$ cat config.mk
export PLATFORM = sky130hd
export DESIGN_NAME = spi_slave_rx
export DESIGN_NICKNAME = d
export VERILOG_FILES = /design/src/rtl/spi_pkg.sv /design/src/rtl/spi_sync_edge.sv /design/src/rtl/spi_slave_rx.sv
export SDC_FILE = /design/constraint.sdc
export NUM_CORES = 1
export LEC_CHECK = 0
export CAP_MARGIN = 0
export CORE_MARGIN = 2
export CORE_UTILIZATION = 58
export CTS_CLUSTER_DIAMETER = 30
export DETAILED_ROUTE_END_ITERATION = 8
export GPL_TIMING_DRIVEN = 0
export HOLD_SLACK_MARGIN = 0.1
export PLACE_DENSITY = 0.95
export SYNTH_ARGS = -nofsm -noshare
export SYNTH_HDL_FRONTEND = slang
export SYNTH_SLANG_ARGS = --single-unit
$ cat constraint.sdc
create_clock -name clk -period 3.1 [get_ports clk]
set_input_delay 0.31 -clock clk [delete_from_list [all_inputs] [get_ports clk]]
set_output_delay 0.31 -clock clk [all_outputs]
set_load 0.01 [all_outputs]
$ cat src/rtl/spi_pkg.sv
// Shared definitions for the SPI slave receiver: FSM encoding and default sizes.
package spi_pkg;

   typedef enum logic [1:0] {
      ST_IDLE   = 2'd0,
      ST_ACTIVE = 2'd1,
      ST_DONE   = 2'd2
   } spi_state_t;

   localparam int unsigned SPI_DATA_W      = 8;
   localparam int unsigned SYNC_STAGES_DEF = 2;

endpackage

$ cat src/rtl/spi_sync_edge.sv
// N-stage synchroniser for one asynchronous input, with single-cycle rise/fall pulses
// derived from the last two synchronised samples.
module spi_sync_edge #(
   parameter int unsigned STAGES = 2
) (
   input  logic clk,
   input  logic rst_n,
   input  logic d_i,
   output logic level_o,
   output logic rise_o,
   output logic fall_o
);

   logic [STAGES-1:0] sync_q;
   logic              prev_q;

   always_ff @(posedge clk or negedge rst_n) begin
      if (!rst_n) begin
         sync_q <= '0;
         prev_q <= 1'b0;
      end else begin
         sync_q <= {sync_q[STAGES-2:0], d_i};
         prev_q <= sync_q[STAGES-1];
      end
   end

   assign level_o = sync_q[STAGES-1];
   assign rise_o  =  sync_q[STAGES-1] & ~prev_q;
   assign fall_o  = ~sync_q[STAGES-1] &  prev_q;

endmodule

$ cat src/rtl/spi_slave_rx.sv
// SPI mode-0 slave: oversampled inputs, MSB-first byte receive to rx_data/rx_valid,
// preloaded byte shifted out on miso.
module spi_slave_rx
   import spi_pkg::*;
#(
   parameter int unsigned DATA_W      = SPI_DATA_W,
   parameter int unsigned SYNC_STAGES = SYNC_STAGES_DEF
) (
   input  logic              clk,
   input  logic              reset,
   input  logic              spi_clk,
   input  logic              cs,
   input  logic              mosi,
   output logic              miso,
   input  logic [DATA_W-1:0] tx_data,
   input  logic              tx_load,
   output logic              tx_ready,
   output logic [DATA_W-1:0] rx_data,
   output logic              rx_valid,
   output logic              frame_err,
   output logic [1:0]        state,
   output logic [3:0]        count
);

   logic sclk_lvl_unused, sclk_rise, sclk_fall;
   logic cs_lvl_unused, cs_rise, cs_fall;
   logic mosi_s, mosi_rise_unused, mosi_fall_unused;

   spi_sync_edge #(.STAGES(SYNC_STAGES)) u_sync_sclk (
      .clk(clk), .rst_n(reset), .d_i(spi_clk),
      .level_o(sclk_lvl_unused), .rise_o(sclk_rise), .fall_o(sclk_fall)
   );

   spi_sync_edge #(.STAGES(SYNC_STAGES)) u_sync_cs (
      .clk(clk), .rst_n(reset), .d_i(cs),
      .level_o(cs_lvl_unused), .rise_o(cs_rise), .fall_o(cs_fall)
   );

   spi_sync_edge #(.STAGES(SYNC_STAGES)) u_sync_mosi (
      .clk(clk), .rst_n(reset), .d_i(mosi),
      .level_o(mosi_s), .rise_o(mosi_rise_unused), .fall_o(mosi_fall_unused)
   );

   spi_state_t        state_q, state_d;
   logic [3:0]        count_q, count_d;
   logic [DATA_W-1:0] rx_shift_q, rx_shift_d;
   logic [DATA_W-1:0] tx_shift_q, tx_shift_d;
   logic [DATA_W-1:0] tx_hold_q, tx_hold_d;
   logic              tx_pending_q, tx_pending_d;
   logic [DATA_W-1:0] rx_data_q, rx_data_d;
   logic              rx_valid_q, rx_valid_d;
   logic              frame_err_q, frame_err_d;
   logic [DATA_W-1:0] rx_next;

   always_ff @(posedge clk or negedge reset) begin
      if (!reset) begin
         state_q      <= ST_IDLE;
         count_q      <= '0;
         rx_shift_q   <= '0;
         tx_shift_q   <= '0;
         tx_hold_q    <= '0;
         tx_pending_q <= 1'b0;
         rx_data_q    <= '0;
         rx_valid_q   <= 1'b0;
         frame_err_q  <= 1'b0;
      end else begin
         state_q      <= state_d;
         count_q      <= count_d;
         rx_shift_q   <= rx_shift_d;
         tx_shift_q   <= tx_shift_d;
         tx_hold_q    <= tx_hold_d;
         tx_pending_q <= tx_pending_d;
         rx_data_q    <= rx_data_d;
         rx_valid_q   <= rx_valid_d;
         frame_err_q  <= frame_err_d;
      end
   end

   assign rx_next = {rx_shift_q[DATA_W-2:0], mosi_s};

   always_comb begin
      state_d      = state_q;
      count_d      = count_q;
      rx_shift_d   = rx_shift_q;
      tx_shift_d   = tx_shift_q;
      tx_hold_d    = tx_hold_q;
      tx_pending_d = tx_pending_q;
      rx_data_d    = rx_data_q;
      rx_valid_d   = 1'b0;
      frame_err_d  = 1'b0;
      unique case (state_q)
         ST_IDLE: begin
            if (tx_load) begin
               tx_hold_d    = tx_data;
               tx_pending_d = 1'b1;
            end
            // A load coinciding with cs_fall goes straight into this frame.
            if (cs_fall) begin
               state_d      = ST_ACTIVE;
               count_d      = '0;
               tx_shift_d   = tx_load ? tx_data : (tx_pending_q ? tx_hold_q : '0);
               tx_pending_d = 1'b0;
            end
         end
         ST_ACTIVE: begin
            if (cs_rise) begin
               state_d     = ST_IDLE;
               count_d     = '0;
               tx_shift_d  = '0;
               frame_err_d = 1'b1;
            end else if (sclk_rise) begin
               rx_shift_d = rx_next;
               count_d    = count_q + 4'd1;
               if (count_q == 4'(DATA_W - 1)) begin
                  state_d    = ST_DONE;
                  rx_data_d  = rx_next;
                  rx_valid_d = 1'b1;
               end
            end else if (sclk_fall) begin
               tx_shift_d = {tx_shift_q[DATA_W-2:0], 1'b0};
            end
         end
         ST_DONE: begin
            if (cs_rise) begin
               state_d    = ST_IDLE;
               count_d    = '0;
               tx_shift_d = '0;
            end
         end
         default: state_d = ST_IDLE;
      endcase
   end

   assign miso      = (state_q != ST_IDLE) & tx_shift_q[DATA_W-1];
   assign tx_ready  = (state_q == ST_IDLE);
   assign rx_data   = rx_data_q;
   assign rx_valid  = rx_valid_q;
   assign frame_err = frame_err_q;
   assign state     = state_q;
   assign count     = count_q;

endmodule
Word-level counts from Yosys, hierarchy flattened:

Cells that the tools add are included.
Widths: inputs -> output; s select.

* logic and storage cells: 72
* output and inout bits: 18
* flip-flop bits (word level): 48

* muxes and demuxes: 27
* bitwise logic cells: 10
* reductions and logical operators: 11
* $add $sub $neg: 1
* equal/unequal tests: 9

Operators by type and width (number)
* $mux 8: 7
* $pmux 8 s3: 1
* $mux 4: 4
* $ne 3x3->1 const B: 4
* $pmux 4 s3: 1
* $reduce_and 4->1: 3
* $mux 2: 5
* $mux 1: 8
* $pmux 2 s3: 1
* $and 1x1->1: 5
* $not 1->1: 5
* $reduce_and 5->1: 1
* $add 4x1->4 const B: 1
* $eq 4x3->1 const B: 1
* $reduce_and 2->1: 2
* $reduce_bool 2->1: 2
* $reduce_and 3->1: 1
* $reduce_bool 3->1: 1
* $eq 2x1->1 const B: 1
* $eq 2x2->1 const B: 1
* $logic_not 2->1: 1
* $ne 2x1->1 const B: 1
* $ne 2x2->1 const B: 1

Depth between registers and ports, before layout:

Gate-level depths: netlist (run 1).

* depth in word-level cells: 6
* gate-level depth with buffers: 7
* gate-level depth less buffers: 6

Cells and area by module:

A second synthesis (run 1) with hierarchy kept.

* cell total of the unflattened synthesis: 166
* area total of the unflattened synthesis: 2112.0 um2

By module, submodules not included
* spi_slave_rx: times used 1, area each 1841.8 um2, sequential area each 1001.0 um2, cells an instance 151
* spi_sync_edge: times used 3, area each 90.1 um2, sequential area each 75.1 um2, cells an instance 5

Worst setup path after synthesis (run 1):

No wires, ideal clock.

* path type: register -> register
* start: register state_q[0] (netlist: state[0])
* end: register tx_shift_q[0]
* data arrival time: 1.855 ns
* setup slack: 1.120 ns
* buffers on the path: 2
* cell stages (with the launch flop): 8
* clock period less this slack: 1.980 ns
* cell sequence: dfrtp_1 inv_1 ha_1 buf_2 a211oi_4 a32o_1 buf_6 mux2_4

* cells in the longest elaborated chain, start to end: 3

RTL lines
* from (decl): line spi_slave_rx.sv:44 `spi_state_t state_q, state_d;`
* from (signal assigned): line spi_slave_rx.sv:67 `state_q <= state_d;`
* $logic_not 2->1 *
* via tx_ready: line spi_slave_rx.sv:17 `output logic tx_ready,`
* $ne 2x1->1 (no line) / $reduce_bool 3->1 (equally long branches)
* $reduce_and 5->1 (no line)
* to (signal assigned): line spi_slave_rx.sv:70 `tx_shift_q <= tx_shift_d;`
* to (decl): line spi_slave_rx.sv:47 `logic [DATA_W-1:0] tx_shift_q, tx_shift_d;`

The timed path passes the listed nets; every way through them passes the cells marked *.
A chain may end at the register's enable or synchronous reset.

Worst setup path in the final report (run 1):

* start: register state_q[0] (netlist: state[0])
* end: output miso

* cells in the longest elaborated chain, start to end: 2

RTL lines
* $reduce_bool 2->1: line spi_slave_rx.sv:134 `assign miso = (state_q != ST_IDLE) & tx_shift_q[DATA_W-1];`
* $and 1x1->1: line spi_slave_rx.sv:134
* to (decl): line spi_slave_rx.sv:14 `output logic miso,`

No other way between the ends.

==> results of run 1 <==
-- synth_stat cells --
cell type	number	area [µm²]
a32o_1	2	20.0
o211a_1	1	10.0
nand3_1	1	5.00
a22oi_1	7	52.6
and3b_1	1	8.76
and2_1	2	12.5
nand2b_4	2	27.5
and2_4	1	8.76
nor4b_1	1	8.76
nor2_1	8	30.0
nand3b_1	2	15.0
o21a_1	1	7.51
nor2b_1	3	18.8
buf_2	1	5.00
mux2_4	16	240
dfrtp_1	48	1200
nand2_1	12	45.0
inv_1	5	18.8
o211ai_1	3	22.5
o2bb2ai_1	1	8.76
and3_4	1	11.3
o221ai_1	1	8.76
nand2b_1	1	6.26
a21oi_1	4	20.0
buf_6	3	33.8
a221oi_2	1	15.0
ha_1	6	75.1
mux2_2	15	169
o21ai_0	3	15.0
o2111a_1	1	11.3
a211oi_4	1	20.0
and3_1	1	6.26
o22ai_1	7	43.8
nor3_1	1	5.00
clkbuf_1	4	15.0
a21o_1	2	15.0
-- per-stage QoR --
| stage | hold WS [ns] | area, µm² | power, µW | cells |
|---|---|---|---|---|
| 6_report | 0.359 | 2760 | 1980 | 259 |
| 5_1_grt | 0.372 | 2760 | 2090 | 259 |
| 4_1_cts | 0.361 | 2760 | 1990 | 259 |
| 3_5_place_dp | 0.336 | 2630 | 1530 | 250 |
| 3_3_place_gp | 0.336 | 2610 | 1500 | 249 |
| 2_1_floorplan | 0.0144 | 2240 | 1350 | 170 |
-- metal layers --
layer  track usage  vias up
li1              -      687
met4        0.0587        0
met1         0.274      717
met3        0.0596        4
met5             0        -
met2         0.338       52
-- flip-flops by register name, indices dropped and copies added (netlist names) --
signal	cells
u_sync_sclk.sync_q	2
count	4
tx_shift_q	8
frame_err	1
rx_shift_q	7
tx_pending_q	1
u_sync_mosi.sync_q	2
u_sync_cs.prev_q	1
rx_valid	1
u_sync_sclk.prev_q	1
rx_data	8
state	2
tx_hold_q	8
u_sync_cs.sync_q	2
-- final cells by class --
cell class / instances / area [µm²] / area share
buffer: 8 / 53.8 / 0.0195
clock inverter: 3 / 46.3 / 0.0168
tap: 48 / 60.1 / 0.0218
clock buffer: 5 / 68.8 / 0.0250
inverter: 5 / 18.8 / 0.00681
multi-input combinational: 109 / 963 / 0.350
timing repair buffer: 33 / 343 / 0.124
sequential: 48 / 1200 / 0.436
-- power by group --
group / switching, µW / total, µW / internal (µW)
logic: 302 / 665 / 362
clock network: 209 / 452 / 243
registers: 94.4 / 866 / 771
total: 606 / 1980 / 1380
-- how the worst min path moves through the flow --
stage	to	slack, ns	start	cells past startpoint
after floorplan	count[0]$_DFFE_PN0P_	0.01	reset	0
after global placement	u_sync_cs.sync_q[1]$_DFF_PN0_	0.34	u_sync_cs.sync_q[0]$_DFF_PN0_	0
after detailed placement	count[0]$_DFFE_PN0P_	0.34	reset	1
after CTS	u_sync_sclk.sync_q[1]$_DFF_PN0_	0.36	u_sync_sclk.sync_q[0]$_DFF_PN0_	0
after global routing	u_sync_cs.sync_q[1]$_DFF_PN0_	0.37	u_sync_cs.sync_q[0]$_DFF_PN0_	0
final	u_sync_mosi.sync_q[1]$_DFF_PN0_	0.36	u_sync_mosi.sync_q[0]$_DFF_PN0_	0
-- critical path: cells and delay by family (launching register included) --
family	cells	cell delay, ns
buffers and inverters	3	0.86
DFF	1	0.46
adders and majority gates	1	0.22
and+or+nand+nor	1	0.13
-- placed cells by master, fill, tap and decap left out, drive strengths merged, types with 2 or more instances in the layout --
cell type,instances
a21oi,4
nor2b,3
nand3b,2
clkbuf,9
a21o,2
a32o,2
clkdlybuf4s50,30
o21ai,3
o211ai,3
buf,6
o22ai,7
dfrtp,48
nand2b,3
ha,6
and2,3
inv,6
nand2,12
a22oi,7
nor2,8
mux2,31
and3,2
-- cell families after synthesis --
| group | synth area share |
|---|---|
| and+or+nand+nor | 0.0934 |
| adders and majority gates | 0.0336 |
| buffers and inverters | 0.0324 |
| DFF | 0.537 |
| AOI/OAI and AO/OA | 0.121 |
| muxes | 0.183 |
==> flow_summary_export.csv, run 1 <==
group,metric,value,unit
outcome,status,"finished clean",
global_route,grt_pass1_wl,6.91,mm
setup_path,crit_type,"reg -> out",
routing,highest_layer,"met4",
finish,fillers,259,
sta,fmax,442,MHz
setup_path,worstRegToRegCells,7,
global_route,antenna_found_initial,0,
global_route,grt_overflow,0,
placed_design,dp_worst_setup_slack,1.03,ns
sta,setup_tns,0,ns
routing,drtIter0Drc,67,
die,core,3690,µm²
synth,syn-num-nets,190,
cts,cts_tree,"yes",
finish,nets,230,
finish,diodes,0,
synth,yosys_warnings,0,
placed_design,numPortBuffers,31,
setup_path,cp-end-kind,"output pin",
sta,hold_viol_final,0,
setup_path,r2r_slack,1.01,ns
routing,dr_wl_met2,2.00,mm
sta,worst_pin_slew,0.571,ns
sta,setup_viol,0,
cts,htree_levels,2,
sta,post-route-period-util,0.730,
finish,syn_to_final_growth,23.2,%
routing,via_per_inst,5.64,
finish,final_util,0.747,
pwr,leakagePower,0.00125,µW
cts,cts_root_buf,"clkbuf_8",
global_route,grt_pass1_vias,1461,
synth,ys_seq_area_frac,0.537,
sta,skew,0.00782,ns
sta,drv_slew,0,
cts,clock_latency,0.29,ns
hold_path,hp-class,"reg -> reg",
die,die_w,66.1,µm
setup_path,cp-startpoint,"state[0]$_DFFE_PN0P_",
sta,min_period,2.26,ns
setup_path,cpPeakStageDelay,0.55,ns
setup_path,r2r_end,"tx_shift_q[3]$_DFFE_PN0P_",
run,drv_cap,0,
setup_path,r2r-start,"state[0]$_DFFE_PN0P_",
setup_path,worstPathRequired,2.79,ns
cts,postCtsHoldBufs,1,
routing,firstDrtPassIters,4,
setup_path,startpoint_type,"flop",
cts,cts_buffers,5,
global_route,track_usage,0.208,
cts,cts_resized,0,
cts,clock_sinks,48,
sta,slew_headroom,0.619,
cts,cts_setup_buffers,0,
setup_path,worstPathCellList,"inv_1 > ha_1 > buf_2 > nor2b_1 > clkdlybuf4s50_1",
sta,setup_slack,0.836,ns
setup_path,cp.arrival,1.95,ns
routing,dr_wl_met3,256,µm
synth,synthesis.area,2240,µm²
routing,detail-route-antenna-nets,0,
placed_design,gp_congestion,0.783,
synth,synthCells,170,
routing,postRouteWirelength,3.95,mm
finish,layout-drive-gt1-share,0.242,
cts,cts.clk_slew.worst_paths,0.09,ns
routing,met1_length,1.67,mm
die,die_h,66.1,µm
pwr,peakVddDrop,0.000477,V
die,ios,32,
pwr,p_per_area,720,nW/µm²
synth,synth_seq_cells,48,
synth,syn_area_per_cell,13.2,µm²
placed_design,dp_hpwl,2.78,mm
die,rows,22,
setup_path,path_max_fanout,9,
global_route,grt_max_degree,26,
routing,drc,0,
setup_path,endpoint,"miso",
setup_path,crit_slowest_cell,"clkdlybuf4s50_1",
sta,rsz0062_at_grt,"false",
routing,num_vias,1460,
synth,ys_types,36,
cts,cts_buffer_depth,2,
die,start_util,0.607,
routing,routedWlPerCell,15.3,µm
die,die_area,4370,µm²
Power figures use the tool's default switching activity.
==> run 2: changes to the inputs <==
Settings changed: CORE_UTILIZATION 58 to 48, PLACE_DENSITY 0.95 to 0.86.
Clock period 3.1 ns to 2.08 ns, I/O delays scaled along.
==> run 2 against run 1 <==
- power rose by 43%
- die area rose by 20%
- clock skew barely moved
- final cell count rose by 2.3%
- non-clock buffer count rose by 2
- global-route usage fell by 4.9 points
- combinational power rose by 50%
- flip-flop and latch count did not move
- critical path type is now reg -> reg
- largest power group unchanged
==> flow_summary_export.csv, run 2 (synthesized netlist as in run 1, its figures left out) <==
group,metric,value,unit
setup_path,crit_type,"reg -> reg",
die,die_area,5220,µm²
setup_path,cp.arrival,2.20,ns
sta,setup_viol,0,
setup_path,r2r_end,"tx_shift_q[7]$_DFFE_PN0P_",
global_route,antenna_found_initial,0,
cts,cts_buffers,5,
die,start_util,0.507,
sta,fmax,496,MHz
placed_design,dpl_cell_area,2630,µm²
cts,clock_latency,0.30,ns
finish,final_area,2750,µm²
sta,worst_pin_slew,0.467,ns
routing,num_vias,1448,
global_route,grt_max_degree,35,
sta,slew_headroom,0.689,
setup_path,path_max_fanout,9,
global_route,grt_pass1_wl,6.38,mm
finish,layout_common_cells,"dfrtp_1, clkdlybuf4s50_1, mux2_4",
cts,htree_levels,2,
pwr,combPwrFrac,0.353,
routing,via_per_inst,5.46,
routing,drc,0,
routing,detail-route-antenna-nets,0,
global_route,grt_overflow,0,
routing,postRouteWirelength,3.77,mm
finish,final_cells,265,
cts,cts_buffer_depth,2,
pwr,power_frac_clock,0.195,
setup_path,startpoint_type,"flop",
setup_path,r2r_slack,0.07,ns
setup_path,crit_slowest_cell,"dfrtp_1",
setup_path,critical_path_depth,7,
placed_design,dp.cells,254,
die,die_w,72.3,µm
finish,diodes,0,
pwr,swShare,0.314,
setup_path,r2r-start,"state[1]$_DFFE_PN0P_",
global_route,grt_pass1_vias,1361,
run,drv_cap,0,
pwr,p_int,1950,µW
cts,cts_root_buf,"clkbuf_8",
placed_design,gp_congestion,0.820,
routing,firstDrtPassIters,4,
finish,layout-drive-gt1-share,0.258,
cts,cts_tree,"yes",
setup_path,cp-end-kind,"flop",
cts,cts.clk_slew.worst_paths,0.09,ns
die,core,4410,µm²
sta,post-route-period-util,0.968,
setup_path,cp-startpoint,"state[1]$_DFFE_PN0P_",
sta,hold_viol_final,0,
sta,drv_slew,0,
pwr,p_switching,893,µW
sta,min_period,2.01,ns
routing,routedWlPerCell,14.2,µm
pwr,p_seq_frac,0.452,
setup_path,worstPathCellList,"inv_1 > ha_1 > buf_2 > a211oi_4 > a32o_2 > buf_6 > mux2_4",
placed_design,numPortBuffers,31,
hold_path,hp-class,"in -> reg",
sta,skew,0.00814,ns
setup_path,cpLargestDelayFamily,"compound AO/OA/AOI/OAI gates",
pwr,leakagePower,0.00125,µW
setup_path,worstRegToRegCells,7,
outcome,status,"finished clean",
die,ios,32,
finish,layout_commonest_cell,"dfrtp_1",
finish,nets,232,
placed_design,dp_hpwl,2.70,mm
finish,syn_to_final_growth,22.8,%
setup_path,endpoint,"tx_shift_q[7]$_DFFE_PN0P_",
pwr,p_per_area,1030,nW/µm²
pwr,peakVddDrop,0.000502,V
setup_path,critPathBufInv,3,
die,rows,24,
routing,drtIter0Drc,46,
setup_path,worstPathRequired,2.27,ns
global_route,track_usage,0.159,
setup_path,cpPeakStageDelay,0.40,ns
cts,clock_sinks,48,
die,die_h,72.3,µm
==> run 2: area by class of cell <==
cell class	instances	area, µm²
plain buffers	8	53.8
clock buffers	5	68.8
clock inverters	3	23.8
fillers	367	1670
inverters	5	18.8
multi-input cells	109	965
flip-flops and latches	48	1200
well taps	52	65.1
repair buffers	35	349
==> run 2: stage by stage <==
stage / power (µW) / TNS (ns) / util / hold slack, ns / worst slack (ns)
2_1_floorplan: 2010 / 0 / - / -0.0876 / 0.0996
3_3_place_gp: 2230 / -22.47 / 0.592 / 0.334 / -0.470
3_5_place_dp: 2270 / 0 / 0.595 / 0.153 / 0.0119
4_1_cts: 2840 / 0 / 0.618 / 0.331 / 0.0330
5_1_grt: 3030 / -0.0215 / 0.622 / 0.330 / -0.00797
6_report: 2840 / 0 / 0.622 / 0.341 / 0.0656
==> run 2: what timing repair did <==
| item | CTS | global route |
|---|---|---|
| resized for setup | 2 | 1 |
| endpoints found under the setup margin | 9 | 8 |
| hold buffers | 1 | 0 |
| endpoints found under the hold margin | 14 | 0 |
| gates cloned | 0 | 0 |
| pin swaps | 0 | 1 |
| buffers inserted | 0 | 2 |
==> run 2: power groups by stage <==
stage / clock network, µW / logic [µW] / registers, µW
2_1_floorplan: 0 / 736 / 1270
3_3_place_gp: 0 / 942 / 1290
5_1_grt: 617 / 1100 / 1310
4_1_cts: 575 / 975 / 1290
3_5_place_dp: 0 / 969 / 1300
6_report: 555 / 1000 / 1280
==> run 2: per-layer routing <==
layer,track usage,vias up,part of all wire
met4,0.0734,0,0.015
met2,0.254,33,0.49
met1,0.213,716,0.46
met3,0.0292,5,0.036
li1,-,694,-
met5,0,-,0
==> run 2: worst min-delay path by stage <==
stage | from | cells past startpoint | to | slack, ns
final | mosi | 1 | u_sync_mosi.sync_q[0]$_DFF_PN0_ | 0.34
after CTS | mosi | 1 | u_sync_mosi.sync_q[0]$_DFF_PN0_ | 0.33
after global placement | u_sync_mosi.sync_q[0]$_DFF_PN0_ | 0 | u_sync_mosi.sync_q[1]$_DFF_PN0_ | 0.33
after detailed placement | reset | 1 | count[1]$_DFFE_PN0P_ | 0.15
after global routing | mosi | 1 | u_sync_mosi.sync_q[0]$_DFF_PN0_ | 0.33
after floorplan | reset | 0 | count[0]$_DFFE_PN0P_ | -0.09
